==> config.mk <==
export PLATFORM = sky130hd
export DESIGN_NAME = tu_tx_framer
export DESIGN_NICKNAME = d
export VERILOG_FILES = /design/src/rtl/tu_pkg.sv /design/src/rtl/tu_sync_fifo.sv /design/src/rtl/tu_tx_framer.sv
export SDC_FILE = /design/constraint.sdc
export NUM_CORES = 1
export LEC_CHECK = 0
export CELL_PAD_IN_SITES_DETAIL_PLACEMENT = 1
export CELL_PAD_IN_SITES_GLOBAL_PLACEMENT = 2
export CORE_AREA = 4 4 171 173
export CTS_CLUSTER_SIZE = 24
export DETAILED_ROUTE_END_ITERATION = 10
export DIE_AREA = 0 0 175 177
export PLACE_DENSITY_LB_ADDON = 0.1
export SYNTH_ARGS = -nofsm -noshare
export SYNTH_HDL_FRONTEND = slang
export SYNTH_SLANG_ARGS = --single-unit
==> constraint.sdc <==
create_clock -name S_AXI_ACLK -period 6 [get_ports S_AXI_ACLK]
set_clock_uncertainty 0.2 [all_clocks]
set_input_delay 1.8 -clock S_AXI_ACLK [delete_from_list [all_inputs] [get_ports S_AXI_ACLK]]
set_output_delay 1.8 -clock S_AXI_ACLK [all_outputs]
set_load 0.01 [all_outputs]
==> src/rtl/tu_pkg.sv <==
// Shared trigger-unit link definitions for the transmit framer and receive FIFO.
// Latency: n/a (types and constants only).
// Backpressure: n/a.
package tu_pkg;

    // Link word width and the reserved idle word the receiver ignores.
    localparam int          TU_WORD_W        = 64;
    localparam logic [63:0] TU_IDLE_WORD     = 64'd0;
    localparam logic [63:0] TU_TRAIN_PATTERN = 64'hF0F0_F0F0_F0F0_F0F0;

    typedef logic [TU_WORD_W-1:0] tu_word_t;

    typedef enum logic [1:0] {
        ST_IDLE  = 2'd0,
        ST_TRAIN = 2'd1,
        ST_RUN   = 2'd2
    } tu_state_t;

endpackage

==> src/rtl/tu_sync_fifo.sv <==
// Circular-buffer FIFO with push/pop/flush, registered level and full flags.
// Latency: a pushed word reaches the head one cycle later; there is no bypass.
// Backpressure: caller must not push while full unless it pops in the same cycle.
module tu_sync_fifo #(
    parameter int DEPTH = 4,
    parameter int WIDTH = 64,
    parameter int LW    = $clog2(DEPTH + 1)
) (
    input  logic             clk,
    input  logic             rst_n,
    input  logic             flush,
    input  logic             push,
    input  logic [WIDTH-1:0] push_dat,
    input  logic             pop,
    output logic [WIDTH-1:0] pop_dat,
    output logic [LW-1:0]    level,
    output logic             full
);

    localparam int AW = $clog2(DEPTH);

    logic [WIDTH-1:0] mem [DEPTH];
    logic [AW-1:0]    wr_ptr;
    logic [AW-1:0]    rd_ptr;
    logic [LW-1:0]    level_nxt;

    // Occupancy after this edge; push and pop together leave it unchanged.
    always_comb begin
        level_nxt = level;
        if (flush) begin
            level_nxt = '0;
        end else if (push && !pop) begin
            level_nxt = level + LW'(1);
        end else if (pop && !push) begin
            level_nxt = level - LW'(1);
        end
    end

    // Storage array; no reset needed since level gates what is readable.
    always_ff @(posedge clk) begin
        if (push && !flush) begin
            mem[wr_ptr] <= push_dat;
        end
    end

    // Pointers wrap naturally because DEPTH is a power of two.
    always_ff @(posedge clk or negedge rst_n) begin
        if (!rst_n) begin
            wr_ptr <= '0;
            rd_ptr <= '0;
            level  <= '0;
            full   <= 1'b0;
        end else begin
            if (flush) begin
                wr_ptr <= '0;
                rd_ptr <= '0;
            end else begin
                if (push) wr_ptr <= wr_ptr + AW'(1);
                if (pop)  rd_ptr <= rd_ptr + AW'(1);
            end
            level <= level_nxt;
            full  <= (level_nxt == LW'(DEPTH));
        end
    end

    assign pop_dat = mem[rd_ptr];

endmodule

==> src/rtl/tu_tx_framer.sv <==
// Trigger-link transmit framer: training burst after each enable, then one buffered word per cycle.
// Latency: in RUN a word written at edge k is on tx_data after edge k+1; outputs all registered.
// Backpressure: none toward the link; writes with no room are dropped and flagged in sticky overflow.
module tu_tx_framer
    import tu_pkg::*;
#(
    parameter int          DEPTH         = 4,
    parameter int          TRAIN_WORDS   = 16,
    parameter logic [63:0] TRAIN_PATTERN = TU_TRAIN_PATTERN
) (
    input  logic                         S_AXI_ACLK,
    input  logic                         S_AXI_ARESETN,
    input  logic                         tx_ena,
    input  logic                         wr_en,
    input  logic [63:0]                  wr_data,
    output logic                         full,
    output logic [$clog2(DEPTH+1)-1:0]   level,
    output logic                         overflow,
    output logic                         train_done,
    output logic [63:0]                  tx_data,
    output logic                         tx_valid
);

    localparam int LW = $clog2(DEPTH + 1);

    tu_state_t  state;
    tu_state_t  state_nxt;
    logic [7:0] train_cnt;
    tu_word_t   head_dat;
    tu_word_t   tx_data_nxt;
    logic       tx_valid_nxt;
    logic       wr_nz;
    logic       active;
    logic       pop;
    logic       push;
    logic       drop;

    assign wr_nz  = wr_en && (wr_data != TU_IDLE_WORD);
    assign active = tx_ena && (state != ST_IDLE);
    assign pop    = tx_ena && (state == ST_RUN) && (level != '0);
    assign push   = active && wr_nz && (!full || pop);
    assign drop   = active && wr_nz && full && !pop;

    tu_sync_fifo #(
        .DEPTH (DEPTH),
        .WIDTH (TU_WORD_W),
        .LW    (LW)
    ) u_fifo (
        .clk      (S_AXI_ACLK),
        .rst_n    (S_AXI_ARESETN),
        .flush    (!tx_ena),
        .push     (push),
        .push_dat (wr_data),
        .pop      (pop),
        .pop_dat  (head_dat),
        .level    (level),
        .full     (full)
    );

    // State register.
    always_ff @(posedge S_AXI_ACLK or negedge S_AXI_ARESETN) begin
        if (!S_AXI_ARESETN) begin
            state <= ST_IDLE;
        end else begin
            state <= state_nxt;
        end
    end

    // Next state: dropping tx_ena always returns to IDLE; TRAIN ends on its last pattern word.
    always_comb begin
        state_nxt = state;
        if (!tx_ena) begin
            state_nxt = ST_IDLE;
        end else begin
            case (state)
                ST_IDLE:  state_nxt = ST_TRAIN;
                ST_TRAIN: if (train_cnt == 8'd1) state_nxt = ST_RUN;
                ST_RUN:   state_nxt = ST_RUN;
                default:  state_nxt = ST_IDLE;
            endcase
        end
    end

    // Link word for the next cycle: pattern while training, head word or idle while running.
    always_comb begin
        tx_data_nxt  = TU_IDLE_WORD;
        tx_valid_nxt = 1'b0;
        if (tx_ena) begin
            case (state)
                ST_TRAIN: tx_data_nxt = TRAIN_PATTERN;
                ST_RUN: begin
                    if (pop) begin
                        tx_data_nxt  = head_dat;
                        tx_valid_nxt = 1'b1;
                    end
                end
                default: tx_data_nxt = TU_IDLE_WORD;
            endcase
        end
    end

    // Counter is reloaded while idle so every enable gets the full burst.
    always_ff @(posedge S_AXI_ACLK or negedge S_AXI_ARESETN) begin
        if (!S_AXI_ARESETN) begin
            train_cnt <= 8'(TRAIN_WORDS);
        end else if (state == ST_IDLE) begin
            train_cnt <= 8'(TRAIN_WORDS);
        end else if (state == ST_TRAIN) begin
            train_cnt <= train_cnt - 8'd1;
        end
    end

    // Output register, train_done tracking the RUN state, and the sticky overflow flag.
    always_ff @(posedge S_AXI_ACLK or negedge S_AXI_ARESETN) begin
        if (!S_AXI_ARESETN) begin
            tx_data    <= TU_IDLE_WORD;
            tx_valid   <= 1'b0;
            train_done <= 1'b0;
            overflow   <= 1'b0;
        end else begin
            tx_data    <= tx_data_nxt;
            tx_valid   <= tx_valid_nxt;
            train_done <= (state_nxt == ST_RUN);
            if (!tx_ena) begin
                overflow <= 1'b0;
            end else if (drop) begin
                overflow <= 1'b1;
            end
        end
    end

endmodule

======== Yosys cells after proc, flatten, opt, wreduce, memory -nomap -nowiden ========
Memories as Yosys holds them, arrays and structs flattened.
Index checks and enable logic that the tools add are counted.
Widths: inputs -> output; s select.
storage, ports and cells
  flip-flop bits (word level) ............. 85
  memories kept ........................... 1
  logic and storage cells ................. 66
  bits of input ports ..................... 68
  memory bits (writable) .................. 256
cells by class
  equality and inequality tests ........... 8
  reductions and logical operators ........ 20
  multiplexer cells ....................... 22
  add/subtract/negate cells ............... 5
memories
  name        depth  width  rd ports  clocked after memory_dff  wr ports  RTL line            text
  u_fifo.mem  4      64     1         0                         1         tu_sync_fifo.sv:22  logic [WIDTH-1:0] mem [DEPTH];
operators with widths
  operator             number
  $mux 64              2
  $pmux 64 s2          1
  $reduce_bool 64->1   1
  $mux 8               2
  $mux 2               6
  $logic_and 1x1->1    11
  $mux 3               3
  $eq 8x1->1 const B   1
  $sub 8x1->8 const B  1
  $mux 1               7
  $ne 2x1->1 const B   3
  $pmux 2 s3           1
  $add 2x1->2 const B  2
  $eq 2x2->1 const B   2
  $reduce_bool 2->1    2
  $add 3x1->3 const B  1
  $eq 3x3->1 const B   1
  $logic_not 1->1      3
  $reduce_bool 3->1    1
  $sub 3x1->3 const B  1
  $eq 2x1->1 const B   1
  $logic_not 2->1      1
  $logic_or 1x1->1     1

======== Depth between registers and ports, before layout ========
  word-level depth ........................ 11
  gate-level depth with buffers ........... 12
  depth with buffers taken out ............ 11

======== Hierarchy ========
From an unflattened synthesis, not the netlist that was laid out.
second synthesis, totals
  cells, all modules ...................... 644
  area total of the unflattened synthesis .. 12842.3 um^2
modules (own cells, without submodules)
  module        cells each  area an instance (um^2)  times used
  tu_sync_fifo  381         9735.6                   1
  tu_tx_framer  263         3106.7                   1

======== Least setup slack after synthesis ========
No wires, ideal clock.
  path kind ............................... in2reg
  start point ............................. input wr_data[31]
  end point ............................... memory u_fifo.mem[0][0] (enable)
  stages .................................. 6
  data required time ...................... 5371 ps
  slack ................................... 1057 ps
  data arrival time ....................... 4314 ps
  path through ............................ nor4_1 nand4_1 nor4_2 nor3_2 a21boi_1 and2_1
on the way
  cells in the longest elaborated chain, start to end .. 7
RTL lines
  item                            RTL line            text
  from (decl)                     tu_tx_framer.sv:15  input logic [63:0] wr_data,
  $reduce_bool 64->1              tu_tx_framer.sv:38  assign wr_nz = wr_en && (wr_data != TU_IDLE_WORD);
  $logic_and 1x1->1               tu_tx_framer.sv:38
  $logic_and 1x1->1 (2 in a row)  tu_tx_framer.sv:41  assign push = active && wr_nz && (!full || pop);
  $logic_and 1x1->1               tu_sync_fifo.sv:41  if (push && !flush) begin
  $mux 1                          tu_sync_fifo.sv:41
  $mux 1 (implied by the code)    tu_sync_fifo.sv:42  mem[wr_ptr] <= push_dat;
  to (decl)                       tu_sync_fifo.sv:22
Every way passes these cells.

======== Final worst setup path ========
  start point ............................. input wr_data[44]
  end point ............................... memory u_fifo.mem[3][43] (enable)
Same word-level chain as after synthesis.

==> flow_summary.ini <==
[place]
portBuffers = 138
gp_congestion = 0.727
placed_area_sq_um = 14500
dp_hpwl_mm = 16.5
dp_slack_ps = 537

[worst_setup_path]
worstPathCellList = clkdlybuf4s50_1 -> nor4_1 -> buf_4 -> nand4_1 -> nor4_2 -> nor3_2 -> a21boi_1 -> and2_4
crit_fanout = 64
critPathKind = input pin to register
arrival_ps = 4830
regToRegEndpoint = u_fifo.mem[3][43]
worst_setup_path_end_kind = register
slowest_stage = and2_4
reg2reg_from = state[0]
worstPathRequired_ps = 5920
max_stage_delay_ps = 920
r2r_cells = 5
cp-start-kind = input pin
r2r_setup_slack_ps = 2520

[logic_synthesis]
synth_common_cells = edfxtp_1 (256), dfrtp_1 (84), mux4_2 (64)
async_flop_share_pct = 24.9
synth_area_sq_um = 12700
synth_cell_types = 42
ys_seq_elements = 341
synth_top_area_share_pct = 60.7
yosysSeqAreaShare_pct = 77.5
synth_nets = 724
ys_top_cells_by_area = edfxtp_1 (61%), dfrtp_1 (17%), mux4_2 (11%)
yosysMostFrequentCell = edfxtp_1
synth_ff_type = edfxtp_1
avgSynthCellArea_sq_um = 19.7
synth_edf_count = 256
ys_warn_count = 0
syn_inst = 643
synth_top_cell_by_area = edfxtp_1

[die]
io_pins = 139
rows = 61
start_util_pct = 45.8
die_h_um = 177
die_area_sq_um = 31000
die_w_um = 175
core_area_sq_um = 27600

[worst_hold_path]
whs_endpoint = overflow
hold_path_class = register to register
hold_depth = 1
hp-start = overflow

[timing]
slew_headroom_pct = 31.2
setup_viol = 0
post-route-period-util_pct = 81.8
fmax_mhz = 204
finalSetupTns_ps = 0
rsz0062_at_grt = no
drv_slew = 0
period_needed_ps = 4910
hold_viol_final = 0
fin_ws_ps = 1090
tightest_slew_ps = 1030

[detailed_routing]
wirelength_mm = 27.8
drtIter0Drc = 351
drc = 0
dr.pass1.iters = 4
routed_via_density = 5.25
antenna_left = 0
wl_per_cell_um = 23.1
num_vias = 6320

[pwr]
combinationalPowerShare_pct = 4.1
vdd_drop_max_uv = 233
p_sw_w = 0.000990
power_frac_clock_pct = 42.3
leakagePower_nw = 5.27
p_seq_share_pct = 53.6
p_per_area_nw_per_um2 = 310
intPower_w = 0.00384
sw_frac_of_total_pct = 20.5
power.total_w = 0.00483

[global_routing]
first_global_vias = 7284
track_usage_pct = 18.4
grt.overflow.total = 0
grt_max_degree = 66
grt_pass1_wl_mm = 43.4
antenna_found_initial = 2

[cells_and_area]
stdcell_area_sq_um = 15600
syn2layout_area_growth_pct = 23.0
final_nets = 877
drive_gt1_share_pct = 17.4

[cts]
cts_resized = 0
cts_tree = built
hold_buffers = 0
postCtsSetupRepairBufs = 0
htree_levels = 2
path_clk_slew_ps = 60
clk_path_buf_depth = 3
cts.sinks = 341
cts_buffers = 36
clk-insertion-delay-late_ps = 500
cts_root_buf = clkbuf_16

[job]
cap_viol_max_count = 0

[outcome]
status = complete, no violations
## routing by layer
metal	part of all wire (%)	vias to the layer above	track usage [%]
met5	0.047	-	0
met4	1.6	2	4.29
met3	4.9	38	3.14
met2	51	168	32.4
met1	42	3302	24.2
li1	-	2810	-
## per-stage QoR
stage / util (%) / cells / hold slack, ps
detailed placement: 52.4 / 1136 / 315
finish: 56.4 / 1203 / 328
CTS: 56.4 / 1202 / 329
floorplan: - / 643 / 311
global route: 56.4 / 1203 / 351
global placement: 52.4 / 1136 / 306
## worst max-delay path, delay by kind of cell
kind / cells / cell delay, ps
AOI/OAI and AO/OA: 1 / 530
buffers and inverters: 2 / 710
and+or+nand+nor: 5 / 1730
## power groups by stage
stage	clock, W	sequential, W	combinational (W)
finish	0.00204	0.00259	0.000198
global route	0.00219	0.00259	0.000218
CTS	0.00210	0.00259	0.000203
detailed placement	0	0.00263	0.000202
global placement	0	0.00263	0.000193
floorplan	0	0.00264	0.0000660
## final cells by class
cell class                      instances  area [sq um]
Tap cell                              378           473
Timing Repair Buffer                  145          1430
Antenna cell                            1          2.50
Clock buffer                           49          1000
Multi-Input combinational cell        263          2710
Inverter                                9          33.8
Sequential cell                       341          9820
Fill cell                            2471         12100
Clock inverter                         17          95.1
## registers in the layout, summed over array words and instances, names as in the netlist, 2 cells and up
register / cells
u_fifo.mem: 256
u_fifo.level: 3
state: 2
u_fifo.wr_ptr: 2
tx_data: 64
u_fifo.rd_ptr: 2
train_cnt: 8
## worst max-delay path by stage
stage | from | endpoint | slack [ps]
2_1_floorplan | wr_data[31] | u_fifo.mem[0][0] | 1060
3_3_place_gp | wr_data[44] | u_fifo.mem[1][19] | 670
3_5_place_dp | wr_data[44] | u_fifo.mem[2][19] | 540
4_1_cts | wr_data[28] | u_fifo.mem[2][5] | 1070
5_1_grt | wr_data[44] | u_fifo.mem[3][43] | 830
6_report | wr_data[44] | u_fifo.mem[3][43] | 1090
## layout by cell type, fill, tap and decap left out, drive strengths merged, types with 10 or more instances in the layout
master,netlist,layout
edfxtp,256,256
clkdlybuf4s50,0,137
dfrtp,84,84
mux4,64,64
clkbuf,18,49
nor2,39,39
nor2b,35,35
a21oi,34,34
nor4,18,18
ha,13,13
inv,9,11
clkinv,0,11
and2,10,10
## cells by family (layout without fill, tap and decap cells)
kind of cell | Yosys count | in the layout | share of synthesized area (%)
AND/OR/NAND/NOR | 129 | 129 | 5.75
multiplexers | 68 | 68 | 11.7
buffers and inverters | 39 | 220 | 1.21
AO/OA/AOI/OAI | 43 | 43 | 1.85
adder cells (fa/ha/maj) | 13 | 13 | 1.28
XOR/XNOR | 10 | 10 | 0.692
flip-flops | 341 | 341 | 77.5
other | 0 | 1 | 0
Power figures use the tool's default switching activity.
